===== src/rtl/dds_pkg.sv =====
// Shared constants and types for the multi-channel DDS tuning-word controller.
// Scale factors assume a 50 MHz system clock.
package dds_pkg;

    localparam int FRE_K_DEF     = 5629500;
    localparam int FRE_SHIFT_DEF = 16;
    localparam int PHA_K_DEF     = 2913;
    localparam int PHA_SHIFT_DEF = 8;
    localparam int PHA_MAX_DEG   = 359;

    typedef enum logic {
        OP_BASE  = 1'b0,
        OP_DELTA = 1'b1
    } cfg_op_t;

    typedef enum logic [1:0] {
        IDLE,
        MUL,
        WRITE
    } state_t;

endpackage


===== src/rtl/dds_serial_mult.sv =====
// MSB-first shift-add multiplier by a constant: one multiplier bit per step,
// result valid on the cycle done is high.
module dds_serial_mult #(
    parameter int A_W = 27,
    parameter int K   = 5629500,
    parameter int K_W = 23
) (
    input  logic               clk,
    input  logic               rst,
    input  logic               start,
    input  logic               step,
    input  logic               last,
    input  logic [A_W-1:0]     a,
    output logic               done,
    output logic [A_W+K_W-1:0] product
);

    localparam int P_W = A_W + K_W;
    localparam logic [P_W-1:0] K_EXT = P_W'(K);

    logic [A_W-1:0] a_sh;

    // Each step doubles the partial sum and adds K when the current top bit is set.
    always_ff @(posedge clk) begin
        if (rst) begin
            a_sh    <= '0;
            product <= '0;
            done    <= 1'b0;
        end else if (start) begin
            a_sh    <= a;
            product <= '0;
            done    <= 1'b0;
        end else if (step) begin
            product <= {product[P_W-2:0], 1'b0} + (a_sh[A_W-1] ? K_EXT : '0);
            a_sh    <= {a_sh[A_W-2:0], 1'b0};
            done    <= last;
        end else begin
            done    <= 1'b0;
        end
    end

endmodule


===== src/rtl/dds_tune_ctrl.sv =====
// Multi-channel frequency/phase word controller with a shared serial multiplier,
// double-buffered outputs and a linear frequency sweep.
module dds_tune_ctrl
    import dds_pkg::*;
#(
    parameter int CH        = 2,
    parameter int N         = 32,
    parameter int M         = 12,
    parameter int FRE_WIDTH = 27,
    parameter int PHA_WIDTH = 9,
    parameter int FRE_K     = FRE_K_DEF,
    parameter int FRE_SHIFT = FRE_SHIFT_DEF,
    parameter int PHA_K     = PHA_K_DEF,
    parameter int PHA_SHIFT = PHA_SHIFT_DEF,
    parameter int SWEEP_DIV = 1000,
    localparam int CH_W     = (CH > 1) ? $clog2(CH) : 1
) (
    input  logic                 clk,
    input  logic                 rst,
    input  logic                 cfg_valid,
    output logic                 cfg_ready,
    input  logic [CH_W-1:0]      cfg_ch,
    input  logic                 cfg_op,
    input  logic [FRE_WIDTH-1:0] cfg_fre,
    input  logic [PHA_WIDTH-1:0] cfg_pha,
    input  logic                 update,
    input  logic                 sweep_en,
    output logic [CH*N-1:0]      fre_step,
    output logic [CH*M-1:0]      pha_step
);

    localparam int FRE_K_W = $clog2(FRE_K + 1);
    localparam int PHA_K_W = $clog2(PHA_K + 1);
    localparam int CNT_W   = $clog2(FRE_WIDTH);
    localparam int SW_W    = (SWEEP_DIV > 1) ? $clog2(SWEEP_DIV) : 1;

    state_t                         state, next_state;
    logic                           start, step, last, ch_ok;
    logic [CNT_W-1:0]               bit_cnt;
    logic [CH_W-1:0]                ch_q;
    cfg_op_t                        op_q;
    logic [PHA_WIDTH-1:0]           pha_sat;
    logic                           fre_done, pha_done, wr_fre, wr_pha;
    logic [FRE_WIDTH+FRE_K_W-1:0]   fre_prod;
    logic [FRE_WIDTH+PHA_K_W-1:0]   pha_prod;
    logic [N-1:0]                   fre_res;
    logic [M-1:0]                   pha_res;
    logic [N-1:0]                   shadow_fre [CH];
    logic [M-1:0]                   shadow_pha [CH];
    logic [N-1:0]                   delta      [CH];
    logic [SW_W-1:0]                sweep_cnt;
    logic                           sweep_tick;

    assign ch_ok   = (int'(cfg_ch) < CH);
    assign pha_sat = (cfg_pha > PHA_WIDTH'(PHA_MAX_DEG)) ? PHA_WIDTH'(PHA_MAX_DEG) : cfg_pha;
    assign last    = (bit_cnt == CNT_W'(FRE_WIDTH - 1));

    always_ff @(posedge clk) begin
        if (rst) state <= IDLE;
        else     state <= next_state;
    end

    // Out-of-range channels are accepted but never start the multiplier.
    always_comb begin
        next_state = state;
        cfg_ready  = 1'b0;
        start      = 1'b0;
        step       = 1'b0;
        case (state)
            IDLE: begin
                cfg_ready = 1'b1;
                if (cfg_valid && ch_ok) begin
                    start      = 1'b1;
                    next_state = MUL;
                end
            end
            MUL: begin
                step = 1'b1;
                if (last) next_state = WRITE;
            end
            WRITE:   next_state = IDLE;
            default: next_state = IDLE;
        endcase
    end

    always_ff @(posedge clk) begin
        if (rst) begin
            ch_q    <= '0;
            op_q    <= OP_BASE;
            bit_cnt <= '0;
        end else if (start) begin
            ch_q    <= cfg_ch;
            op_q    <= cfg_op_t'(cfg_op);
            bit_cnt <= '0;
        end else if (step) begin
            bit_cnt <= bit_cnt + CNT_W'(1);
        end
    end

    dds_serial_mult #(.A_W(FRE_WIDTH), .K(FRE_K), .K_W(FRE_K_W)) u_fre_mult (
        .clk(clk), .rst(rst), .start(start), .step(step), .last(last),
        .a(cfg_fre), .done(fre_done), .product(fre_prod)
    );

    // Phase rides on the frequency bit counter, so it is widened to FRE_WIDTH.
    dds_serial_mult #(.A_W(FRE_WIDTH), .K(PHA_K), .K_W(PHA_K_W)) u_pha_mult (
        .clk(clk), .rst(rst), .start(start), .step(step), .last(last),
        .a(FRE_WIDTH'(pha_sat)), .done(pha_done), .product(pha_prod)
    );

    assign fre_res = N'(fre_prod >> FRE_SHIFT);
    assign pha_res = M'(pha_prod >> PHA_SHIFT);
    assign wr_fre  = (state == WRITE) && fre_done;
    assign wr_pha  = (state == WRITE) && pha_done && (op_q == OP_BASE);

    always_ff @(posedge clk) begin
        if (rst) begin
            for (int c = 0; c < CH; c++) begin
                shadow_fre[c] <= '0;
                shadow_pha[c] <= '0;
                delta[c]      <= '0;
            end
        end else begin
            if (wr_fre && op_q == OP_BASE)  shadow_fre[ch_q] <= fre_res;
            if (wr_fre && op_q == OP_DELTA) delta[ch_q]      <= fre_res;
            if (wr_pha)                     shadow_pha[ch_q] <= pha_res;
        end
    end

    assign sweep_tick = sweep_en && (sweep_cnt == SW_W'(SWEEP_DIV - 1));

    always_ff @(posedge clk) begin
        if (rst || !sweep_en || sweep_tick) sweep_cnt <= '0;
        else                                sweep_cnt <= sweep_cnt + SW_W'(1);
    end

    // An update takes priority over a coincident sweep increment.
    always_ff @(posedge clk) begin
        if (rst) begin
            fre_step <= '0;
            pha_step <= '0;
        end else if (update) begin
            for (int c = 0; c < CH; c++) begin
                fre_step[c*N +: N] <= shadow_fre[c];
                pha_step[c*M +: M] <= shadow_pha[c];
            end
        end else if (sweep_tick) begin
            for (int c = 0; c < CH; c++)
                fre_step[c*N +: N] <= fre_step[c*N +: N] + delta[c];
        end
    end

endmodule


===== config.mk =====
export PLATFORM = sky130hd
export DESIGN_NAME = dds_tune_ctrl
export DESIGN_NICKNAME = d
export VERILOG_FILES = /design/src/rtl/dds_pkg.sv /design/src/rtl/dds_serial_mult.sv /design/src/rtl/dds_tune_ctrl.sv
export SDC_FILE = /design/constraint.sdc
export NUM_CORES = 1
export LEC_CHECK = 0
export BUFFER_PORTS_ARGS = -buffer_cell sky130_fd_sc_hd__buf_4
export CORE_MARGIN = 2
export CORE_UTILIZATION = 45
export DETAILED_ROUTE_END_ITERATION = 7
export SKIP_CTS_REPAIR_TIMING = 1
export SLEW_MARGIN = 30
export SYNTH_ARGS = -nofsm -noshare
export SYNTH_HDL_FRONTEND = slang
export SYNTH_HIERARCHICAL = 1
export SYNTH_SLANG_ARGS = --single-unit

===== constraint.sdc =====
create_clock -name clk -period 7.34 [get_ports clk]
set_input_delay 0.367 -clock clk [delete_from_list [all_inputs] [get_ports clk]]
set_output_delay 0.367 -clock clk [all_outputs]
set_load 0.05 [all_outputs]

# Word-level counts from Yosys, hierarchy flattened
# Memory sizes are Yosys's and may differ from the RTL's. A register that Yosys moved wholly into a read port is not among the register bits.
# Cells that the tools add are included.
[classes]
add_sub_neg = 6
n_lt_le_gt_ge = 1
eq_ne = 6
mux = 33
n_bitwise = 2
n_reduce_logical = 16
[op_table]
columns = ["op", "n"]
rows = [
  ["64-bit two-way mux", 2],
  ["32-bit adder", 2],
  ["32-bit two-way mux", 2],
  ["32-bit OR reduction", 2],
  ["27-bit two-way mux", 2],
  ["48-bit by 23-bit adder with 48-bit output", 1],
  ["9-bit two-way mux", 3],
  ["12-bit two-way mux", 2],
  ["23-bit two-way mux", 1],
  ["20-bit by 12-bit adder with 20-bit output", 1],
  ["1-bit two-way mux", 18],
  ["12-bit OR reduction", 1],
  ["10-bit by 1-bit adder with 10-bit output, second input constant", 1],
  ["10-bit equality test, second input constant", 1],
  ["9-bit greater-than comparator, second input constant", 1],
  ["5-bit by 1-bit adder with 5-bit output, second input constant", 1],
  ["5-bit equality test, second input constant", 1],
  ["1-bit logical AND", 4],
  ["2-bit two-way mux", 2],
  ["2-bit case mux with 2 select lines", 1],
  ["2-bit nonzero test", 2],
  ["3-bit OR reduction", 1],
  ["2-bit by 1-bit equality test with 1-bit output, second input constant", 1],
  ["2-bit equality test, second input constant", 1],
  ["8 further kinds", 10],
]
[word_totals]
ff_bits = 206
ramBits = 152
inputBits = 43
out_inout_bits = 89
word_cells = 79
memories = 3
[mem_list]
columns = ["name", "depth", "width", "read_ports", "rd_ports_with_merged_regs", "wr", "line_no", "source"]
rows = [
  ["delta", 2, 32, 2, 0, 2, "dds_tune_ctrl.sv:50", "logic [N-1:0] delta [CH];"],
  ["shadow_fre", 2, 32, 2, 0, 2, "dds_tune_ctrl.sv:48", "logic [N-1:0] shadow_fre [CH];"],
  ["shadow_pha", 2, 12, 2, 2, 2, "dds_tune_ctrl.sv:49", "logic [M-1:0] shadow_pha [CH];"],
]

# Logic depth before layout (Yosys ltp)
[depth]
ltp_word = 8
ltp_mapped = 11
ltp_nobuf = 11

# Hierarchy
# The synthesis kept the hierarchy.
[by_module_without_submodules]
columns = ["module", "instances", "cells_per_inst", "area_each_um2", "seq_area_each_um2"]
rows = [
  ["dds_tune_ctrl", 1, 1313, 13379.1, 6706.4],
  ["dds_serial_mult (u_fre_mult)", 1, 507, 4182.8, 1521.5],
  ["dds_serial_mult (u_pha_mult)", 1, 414, 3402.0, 1341.3],
]

# Worst setup path after synthesis
# Ideal clock, no wire load.
[synth_path]
path_type = "input to register"
from = "in rst"
to = "mem shadow_fre[1][0], enable pin"
setup_time_ps = 466
arrival_ps = 3174
required_time_ps = 6874
setup_slack_ps = 3701
stages = 4
n_path_buf = 1
cell_sequence = "buf_6 nor3b_1 nand2_1 o21ai_0"
[synth_lines]
columns = ["item", "line_no", "source"]
rows = [
  ["start: declaration", "dds_tune_ctrl.sv:19", "input logic rst,"],
  ["end: declaration", "dds_tune_ctrl.sv:48", ""],
]

# Final worst setup path
[layout_path]
from = "reg sweep_cnt[0]"
to = "reg fre_step[26]"
[layout_between]
elab_chain_cells = 3
[layout_rtl]
columns = ["item", "line_no", "source"]
rows = [
  ["start: declaration", "dds_tune_ctrl.sv:51", "logic [SW_W-1:0] sweep_cnt;"],
  ["start signal: assignment", "dds_tune_ctrl.sv:134", "else sweep_cnt <= sweep_cnt + SW_W'(1);"],
  ["10-bit equality test", "dds_tune_ctrl.sv:130", "assign sweep_tick = sweep_en && (sweep_cnt == SW_W'(SWEEP_DIV - 1));"],
  ["1-bit logical AND", "dds_tune_ctrl.sv:130", ""],
  ["2-bit nonzero test (no line)", "-", ""],
  ["end signal: indexed assignment", "dds_tune_ctrl.sv:144", "fre_step[c*N +: N] <= shadow_fre[c];"],
  ["end signal: indexed assignment", "dds_tune_ctrl.sv:149", "fre_step[c*N +: N] <= fre_step[c*N +: N] + delta[c];"],
  ["end: declaration", "dds_tune_ctrl.sv:28", "output logic [CH*N-1:0] fre_step,"],
]
# No other way between the ends.
# A chain may end at the register's enable or synchronous reset.

==> impl_results.md <==
* Status: finished clean
* Drt first-iter violations at 1,040
* Final WL at 47,900 um
* Delay-heaviest family, CP: simple AND/OR/NAND/NOR gates
* Starting density of the core at 45.7%
* Crit path depth at 7
* Vias at 15,100
* Critical path peak fanout at 12
* Met1 usage at roughly 30%
* H-tree Lvls at 2
* Gr usage total at 21.0%
* Total iterations of the first detailed-routing run at 5
* Largest net degree at the start of global routing at 162
* GPL Wtd Cong at ~0.89
* Hold WS at slightly above 0.06 ns
* RSZ-0062 raised after global routing: false
* CP endpoint: fre_step[26]
* Total negative setup slack at 0 ns
* Slowest cell on crit path: nor2_1
* Final Max Slew Viols at 0
* Clk slew on worst S/H paths at 0.06 ns
* Largest stage delay, worst path at 0.64 ns
* Worst-Margin Slew at roughly 0.9 ns
* Full die area at around 0.046 mm2
* Max_cap viols at 0
* RR Endpoint: fre_step[26]
* Met3 Use GR at 2.71%
* Mapped Cells at 2,080
* Tmin final at 3.15 ns
* Avg Cell Area, Syn at 9.49 um2
* Final Net Count at 2,286
* HPWL after DPL at 32,600 um
* CP Launch Type: flop
* CORE AREA at 0.0432 mm2
* Crit path launch: sweep_cnt[0]
* Reg2reg start: sweep_cnt[0]
* Final Hold Viols at 0
* Flop2flop setup slack at 4.19 ns
* Row Count at between 70 and 80
* Routed Antenna Nets at 0
* Root buffer cell: clkbuf_16
* Met2 Use GR at 34.2%
* HP Start: cfg_fre[15]
* Busiest grt layer: met2
* CP required at 7.77 ns
* Worst R2R Path Depth at 7
* Final Cycle Share at 43.0%
* Crit path buffers/inverters at 0
* Yosys warnings at 6
* Power Total at around 5200 uW
* Remaining DRCs at 0
* Max Freq at 317 MHz
* Grt total ovfl at 0
* Final clock skew at approximately 0.016 ns
* Hold path cells at 3
* Max VDD drop at 0.000144 V
* Die width at 213 um
* Worst EP arrival at 3.59 ns
* CP Capture Type: flop
* Core Util, Final at 52.6%
* P&R area growth vs syn at 15.0%
* Share of layout cells above drive strength 1 at 11.8%
* Fillers at 3,941
* CTS tree: yes
* Max_slew headroom at 39.4%
* WL per Instance at 17.3 um
* CP Cell Sequence: ha_1, nand4_1, or4_2, nor2_1, nand2_1, o32a_1, o311ai_0
* Leak pwr at 0.00936 uW
* PwrDens at 230 mW/mm2
* Antenna diode count at 0
* Initial antenna violation count at 1
* Final setup vio count at 0
* Worst min path class: in -> reg
* DR vias/cell at 5.44
* Setup CP Type: reg -> reg
* Clk_lat worst skew at 0.54 ns
* Global-route wire length before repair at 76,900 um
* # IOs at 132
* Total clock sinks at 381
* CTS buffer count at between 40 and 50
* Die height at ~210 um
* Synth Cell Area at 0.0197 mm2
* IO Port Bufs at 131
* Maximum clock insertion buffer count at 3
* Number of global-route vias before repair at around 14,000
worst min path at each step:
stage                               end  slack, ns
detailed placement         sweep_cnt[0]       0.45
floorplan                  sweep_cnt[0]       0.43
global route        u_fre_mult/a_sh[13]       0.05
global placement           sweep_cnt[0]       0.44
CTS                 u_fre_mult/a_sh[15]       0.04
finish              u_fre_mult/a_sh[15]       0.06
per-layer routing:
layer	routed length (um)	vias to the layer above
met5	0	-
met1	22900	7180
met4	884	0
met3	2240	62
met2	21900	309
li1	-	7558
tightest hold or removal path: stages:
cell and delay [ns]:
buf_4 0.08, a21oi_1 0.05, nor2_1 0.07
stage by stage:
step / area (um2) / cells / setup slack, ns
after floorplan: 19800 / 2097 / 3.70
after global placement: 21100 / 2696 / 4.10
after detailed placement: 21200 / 2697 / 4.12
after CTS: 22700 / 2776 / 4.11
after global routing: 22700 / 2776 / 3.91
final: 22700 / 2776 / 4.19
layout by cell type (no fill, tap or decap), types with 19 or more instances in the layout:
cell type and instances:
clkbuf_16 47, a21oi_1 209, xnor2_1 59, ha_1 82, a31oi_1 22, a21o_1 43, and3_1 28, nor2_1 267
nand4_1 28, nor3_1 19, o21ai_0 94, mux2i_1 99, inv_1 23, dfxtp_1 229, o211a_1 20, xor2_1 53
nand2_1 122, edfxtp_1 152, buf_4 143, and2_1 161, a211oi_1 30, nand3_1 33
sequential cells by signal (all words and copies together), names as in the netlist, 2 cells and up:
| name | cells |
|---|---|
| pha_step | 24 |
| bit_cnt | 5 |
| u_fre_mult/a_sh | 27 |
| u_pha_mult/product | 20 |
| shadow_fre | 64 |
| delta | 64 |
| sweep_cnt | 10 |
| u_pha_mult/a_sh | 27 |
| u_fre_mult/product | 46 |
| shadow_pha | 24 |
| fre_step | 64 |
| state | 2 |
where the power goes:
part	switching [uW]	leakage [uW]	internal [uW]
Sequential	78.1	0.00344	2280
Clock	858	0.000749	1430
Combinational	365	0.00517	212
area by class of cell:
| cell class | count | area (um2) | share of cell area, % |
|---|---|---|---|
| clock inverters | 17 | 238 | 1.05 |
| well taps | 585 | 732 | 3.22 |
| inverters | 24 | 90.1 | 0.397 |
| clock buffers | 62 | 1290 | 5.69 |
| flip-flops and latches | 381 | 9150 | 40.3 |
| multi-input cells | 1561 | 10100 | 44.4 |
| repair buffers | 146 | 1130 | 4.99 |
(Power assumes the default switching activity.)
